$ cat src/rtl/fetch_unit.sv
// fetch_unit: instruction fetch stage feeding decode.
// Holds the PC, issues in-order word requests to instruction memory, tracks
// in-flight request PCs, buffers returned {pc, inst} pairs in a small queue
// and hands them to decode over a val/rdy handshake. Redirects squash the
// queue and drop responses for requests still in flight.
// Optional build macro: FETCH_BYPASS_EN -- lets a response go straight to
// decode in the cycle it arrives when the queue is empty.
module fetch_unit #(
   parameter logic [31:0] RESET_PC = 32'h0000_0000,
   parameter int          QDEPTH   = 2
) (
   input  logic        clk,
   input  logic        rst_n,
   output logic        imemreq_val,
   input  logic        imemreq_rdy,
   output logic [31:0] imemreq_addr,
   input  logic        imemresp_val,
   input  logic [31:0] imemresp_data,
   input  logic        redirect_val,
   input  logic [31:0] redirect_target,
   output logic        inst_val,
   input  logic        inst_rdy,
   output logic [31:0] inst,
   output logic [31:0] inst_pc
);

   // Pointer width indexes QDEPTH slots; count width holds 0..QDEPTH.
   localparam int          PW     = (QDEPTH > 1) ? $clog2(QDEPTH) : 1;
   localparam int          CW     = $clog2(QDEPTH + 1);
   localparam logic [CW:0] QD_LIM = (CW + 1)'(QDEPTH);

   // Circular pointer advance that also works for non-power-of-two depths.
   function automatic logic [PW-1:0] f_inc(input logic [PW-1:0] p);
      if (p == PW'(QDEPTH - 1)) begin
         return '0;
      end
      return p + 1'b1;
   endfunction

   // Architectural PC of the next request.
   logic [31:0]   r_pc;

   // In-flight FIFO: PCs of requests accepted by memory but not yet answered.
   logic [31:0]   r_if_pc [QDEPTH];
   logic [PW-1:0] r_if_rd;
   logic [PW-1:0] r_if_wr;
   logic [CW-1:0] r_if_cnt;

   // Instruction queue of {pc, inst} awaiting decode.
   logic [31:0]   r_q_pc   [QDEPTH];
   logic [31:0]   r_q_inst [QDEPTH];
   logic [PW-1:0] r_q_rd;
   logic [PW-1:0] r_q_wr;
   logic [CW-1:0] r_q_cnt;

   // Number of upcoming responses that belong to a squashed path.
   logic [CW-1:0] r_drop;

   logic          w_credit;
   logic          w_req_fire;
   logic          w_resp_pop;
   logic          w_resp_keep;
   logic [31:0]   w_resp_pc;
   logic          w_q_empty;
   logic          w_bypass;
   logic          w_byp_take;
   logic          w_q_push;
   logic          w_q_pop;

   // Credit counts only registered occupancy: a pop this cycle does not
   // free a slot until the next cycle, keeping the request path short.
   assign w_credit    = ({1'b0, r_if_cnt} + {1'b0, r_q_cnt}) < QD_LIM;
   assign w_req_fire  = imemreq_val && imemreq_rdy;

   // Every response retires the oldest in-flight PC; it is kept only when
   // it belongs to the current path and no redirect happens this cycle.
   assign w_resp_pop  = imemresp_val && (r_if_cnt != '0);
   assign w_resp_pc   = r_if_pc[r_if_rd];
   assign w_resp_keep = w_resp_pop && !redirect_val && (r_drop == '0);
   assign w_q_empty   = (r_q_cnt == '0);

`ifdef FETCH_BYPASS_EN
   // Empty queue: present the arriving response to decode immediately and
   // skip the queue entirely if decode takes it.
   assign w_bypass    = w_resp_keep && w_q_empty;
   assign w_byp_take  = w_bypass && inst_rdy;
`else
   assign w_bypass    = 1'b0;
   assign w_byp_take  = 1'b0;
`endif

   assign w_q_push    = w_resp_keep && !w_byp_take;
   assign w_q_pop     = !w_q_empty && inst_rdy;

   assign imemreq_val  = rst_n && w_credit && !redirect_val;
   assign imemreq_addr = r_pc;

   assign inst_val = rst_n && (!w_q_empty || w_bypass);
   assign inst     = w_bypass ? imemresp_data : r_q_inst[r_q_rd];
   assign inst_pc  = w_bypass ? w_resp_pc     : r_q_pc[r_q_rd];

   // PC: redirect wins over sequential advance; low two bits forced to zero.
   always_ff @(posedge clk) begin
      if (!rst_n) begin
         r_pc <= RESET_PC;
      end else if (redirect_val) begin
         r_pc <= {redirect_target[31:2], 2'b00};
      end else if (w_req_fire) begin
         r_pc <= r_pc + 32'd4;
      end
   end

   // In-flight FIFO pointers and occupancy; survives redirects and drains
   // through the drop counter.
   always_ff @(posedge clk) begin
      if (!rst_n) begin
         r_if_rd  <= '0;
         r_if_wr  <= '0;
         r_if_cnt <= '0;
      end else begin
         if (w_req_fire) begin
            r_if_wr <= f_inc(r_if_wr);
         end
         if (w_resp_pop) begin
            r_if_rd <= f_inc(r_if_rd);
         end
         case ({w_req_fire, w_resp_pop})
            2'b10:   r_if_cnt <= r_if_cnt + 1'b1;
            2'b01:   r_if_cnt <= r_if_cnt - 1'b1;
            default: r_if_cnt <= r_if_cnt;
         endcase
      end
   end

   // In-flight FIFO storage: remember the PC of each accepted request.
   always_ff @(posedge clk) begin
      if (w_req_fire) begin
         r_if_pc[r_if_wr] <= r_pc;
      end
   end

   // Instruction queue pointers and occupancy; a redirect empties it.
   always_ff @(posedge clk) begin
      if (!rst_n) begin
         r_q_rd  <= '0;
         r_q_wr  <= '0;
         r_q_cnt <= '0;
      end else if (redirect_val) begin
         r_q_rd  <= '0;
         r_q_wr  <= '0;
         r_q_cnt <= '0;
      end else begin
         if (w_q_push) begin
            r_q_wr <= f_inc(r_q_wr);
         end
         if (w_q_pop) begin
            r_q_rd <= f_inc(r_q_rd);
         end
         case ({w_q_push, w_q_pop})
            2'b10:   r_q_cnt <= r_q_cnt + 1'b1;
            2'b01:   r_q_cnt <= r_q_cnt - 1'b1;
            default: r_q_cnt <= r_q_cnt;
         endcase
      end
   end

   // Instruction queue storage: capture the response with its request PC.
   always_ff @(posedge clk) begin
      if (w_q_push) begin
         r_q_pc[r_q_wr]   <= w_resp_pc;
         r_q_inst[r_q_wr] <= imemresp_data;
      end
   end

   // Drop counter: on redirect, every request still unanswered after this
   // cycle is wrong-path; a response landing in the redirect cycle is
   // discarded directly and therefore not counted.
   always_ff @(posedge clk) begin
      if (!rst_n) begin
         r_drop <= '0;
      end else if (redirect_val) begin
         r_drop <= r_if_cnt - CW'(w_resp_pop);
      end else if (w_resp_pop && (r_drop != '0)) begin
         r_drop <= r_drop - 1'b1;
      end
   end

endmodule

$ cat config.mk
export PLATFORM = sky130hd
export DESIGN_NAME = fetch_unit
export DESIGN_NICKNAME = d
export VERILOG_FILES = /design/src/rtl/fetch_unit.sv
export SDC_FILE = /design/constraint.sdc
export NUM_CORES = 1
export LEC_CHECK = 0
export ABC_CLOCK_PERIOD_IN_PS = 6100
export CAP_MARGIN = 20
export CORE_UTILIZATION = 52
export DETAILED_ROUTE_END_ITERATION = 10
export PLACE_DENSITY = 0.88
export SLEW_MARGIN = 20
export SYNTH_ARGS = -nofsm -noshare
export SYNTH_HDL_FRONTEND = slang
export SYNTH_SLANG_ARGS = --single-unit
$ cat constraint.sdc
create_clock -name clk -period 6.1 [get_ports clk]
set_input_delay 0.915 -clock clk [delete_from_list [all_inputs] [get_ports clk]]
set_output_delay 0.915 -clock clk [all_outputs]
set_load 0.02 [all_outputs]
==> flow_summary.yaml <==
run_status:
  status: "complete, no violations"
worst_setup_path:
  start_kind: "input pin"
  cp_slowest_cell: "clkdlybuf4s50_1"
  cp_data_required_time_ps: 5180
  cp_top_family: "buffers and inverters"
  crit_path_cell_trace: "clkdlybuf4s50_1 -> nand2_1 -> nor3_1 -> clkdlybuf4s50_1"
  worstSetupEndpointType: "output pin"
  cp_max_fo: 22
  max_stage_delay_ps: 970
  worst-path-buf-inv: 2
  arrival_ps: 3040
  crit_type: "in2out"
  crit_path_frequent_cell: "clkdlybuf4s50_1"
cells_and_area:
  fin_nets: 839
  layout_commonest_cell: "edfxtp_1"
  multi_input_area_sq_um: 2601
  syn_to_final_growth_pct: 27.60
  final_cell_mix: "edfxtp_1 (184), clkdlybuf4s50_1 (160), mux2_2 (92), dfxtp_1 (41), nand2_1 (25)"
  regArea_sq_um: 6367
  fill_cells: 1112
  drive_gt1_frac: 0.1791
  finish.utilization: 0.6758
  diodes: 0
  stdcell_area_sq_um: 11650
timing:
  hold_violations: 0
  fin_setup_tns_ps: 0
  relSlewSlack: 0.4106
  slew_viol_final: 0
  max_freq_mhz: 252.7
  worst_slack_ps: 2143
  tightest_slew_ps: 876.0
  skew_ps: 9.427
  fin_crit_sh: 0.6487
  min_period_ps: 3957
  rsz0062_at_grt: "no"
  setup_viol: 0
placement:
  gp_congestion: 0.9001
  dp_slack_ps: 1690
  hpwl_um: 12510
  postPlaceCellArea_sq_um: 10970
  port_buffers: 161
synthesis:
  syn_inst: 599
  synth_top_area_share: 0.6053
  ys_types: 53
  netlist_area_sq_um: 9129
  ys_ff_latch: 226
  synth-edff-count: 184
  syn_area_per_cell_sq_um: 15.24
  ys.flop_type: "edfxtp_1"
  yosysSeqAreaShare: 0.6974
  yosysTopAreaCell: "edfxtp_1"
  ys_async_sr_fraction: 0
  ys_warn_count: 0
  synth_area_leaders: "edfxtp_1 (61%), mux2_2 (11%), dfxtp_1 (9.2%), xnor2_1 (1.3%), o21ai_0 (1.3%)"
clocking:
  cts_buffer_depth: 3
  htree_levels: 1
  tritoncts: "built"
  path_clk_slew_ps: 60
  clockRootBuffer: "clkbuf_16"
  cts_buffers: 22
  clock-sinks: 226
  hold_buffers: 0
  clkLatencyLatePin_ps: 490
  ctsResizeCount: 0
  cts_setup_buffers: 0
route:
  routed_via_density: 5.704
  dr.pass1.iters: 5
  initialDrtViolationCount: 574
  vias: 5710
  wire_per_inst_um: 19.17
  ant_nets: 0
  drt-total-wl_um: 19190
  drcViolationCount: 0
floorplanning:
  die-height_um: 134.5
  core_sq_um: 17240
  die-area_sq_um: 18090
  initial_utilization: 0.5296
  std_cell_rows: 48
  ioPinCount: 168
  die_x_um: 134.5
pwr:
  ir_drop_mv: 0.2076
  p_leak_uw: 0.003853
  powerDensity_nw_per_um2: 292.1
global_route:
  grt_max_degree: 63
  grt_pass1_wl_um: 29570
  antenna_found_initial: 0
  grtUsageTotal: 0.2104
  overflow: 0
  grt_pass1_vias: 5647
run:
  maxCapViolations: 0
min_path:
  hold_class: "reg2reg"
## kinds of logic (layout without fill, tap and decap cells)
logic type | after synthesis | count (layout) | synth area share
AOI/OAI and AO/OA | 70 | 70 | 0.05071
xor gates and xnor gates | 18 | 18 | 0.01727
adders and majority gates | 6 | 6 | 0.009046
buffers and inverters | 44 | 218 | 0.02015
DFF | 226 | 226 | 0.6974
muxes | 93 | 93 | 0.1146
other | 1 | 4 | 0.0004108
and+or+nand+nor | 141 | 141 | 0.09046
## layout make-up
cell class	count	area share
Sequential cell	226	0.5466
Multi-Input combinational cell	332	0.2233
Timing Repair Buffer	170	0.1437
Clock buffer	31	0.05371
Tap cell	225	0.02417
Clock inverter	6	0.004941
Inverter	11	0.003545
## per-stage QoR
step / hold WS, ps / total power (uW) / std cells
finish: 533.2 / 3402 / 1001
global placement: 501.5 / 2140 / 964
CTS: 535.4 / 3429 / 1001
floorplan: 480.9 / 1998 / 602
global route: 571.8 / 3515 / 1001
detailed placement: 519.4 / 2158 / 964
## synthesized netlist by cell type, types with 9 or more instances
library cell and n:
nand3_1 13, and2_1 12, a31oi_1 9, nand2_1 25, xnor2_1 14, o21ai_0 23, edfxtp_1 184, nor3_1 13
mux2_2 92, inv_1 11, nor2_1 12, clkbuf_1 25, nand4_1 13, dfxtp_1 42
## routing by layer
layer  track usage  routed length [um]  up-vias
met5             0                   0        -
met4       0.07116                 484        0
met3       0.03529                1428       40
met2        0.3768                9798      277
met1        0.2585                7473     2751
li1              -                   -     2642
## flip-flops by register name, summed over array words and instances (netlist names), 2 cells and up, named ones only
register,cells
r_q_pc,60
r_if_pc,60
r_drop,2
imemreq_addr,30
r_q_cnt,2
r_if_cnt,2
r_q_inst,64
## path summary, 6_finish.rpt
path / startpoint / endpoint / slack (ps) / depth (start not counted)
setup reg to reg: r_if_cnt[0]$_SDFFE_PN0P_ / imemreq_addr[27]$_SDFFE_PN0P_ / 2970 / 6
hold / removal: r_q_rd$_SDFFE_PP0P_ / r_q_rd$_SDFFE_PP0P_ / 530 / 2
hold reg to reg: r_q_rd$_SDFFE_PP0P_ / r_q_rd$_SDFFE_PP0P_ / 530 / 2
setup / recovery: rst_n / imemreq_val / 2140 / 4
## power by group
part	internal (uW)	leakage, uW	total, uW	switching, uW
logic	175	0.00150	348	173
registers	1740	0.00202	1780	45.7
clock network	754	0.000336	1270	520
## worst register-to-register path: cells and delay by family (launching register included)
kind                       cells  cell delay (ps)
adders and majority gates      1              440
AOI/OAI and AO/OA              1              180
and+or+nand+nor                4             1950
DFF                            1              430
Note: power is estimated with default switching activity, not from simulation.
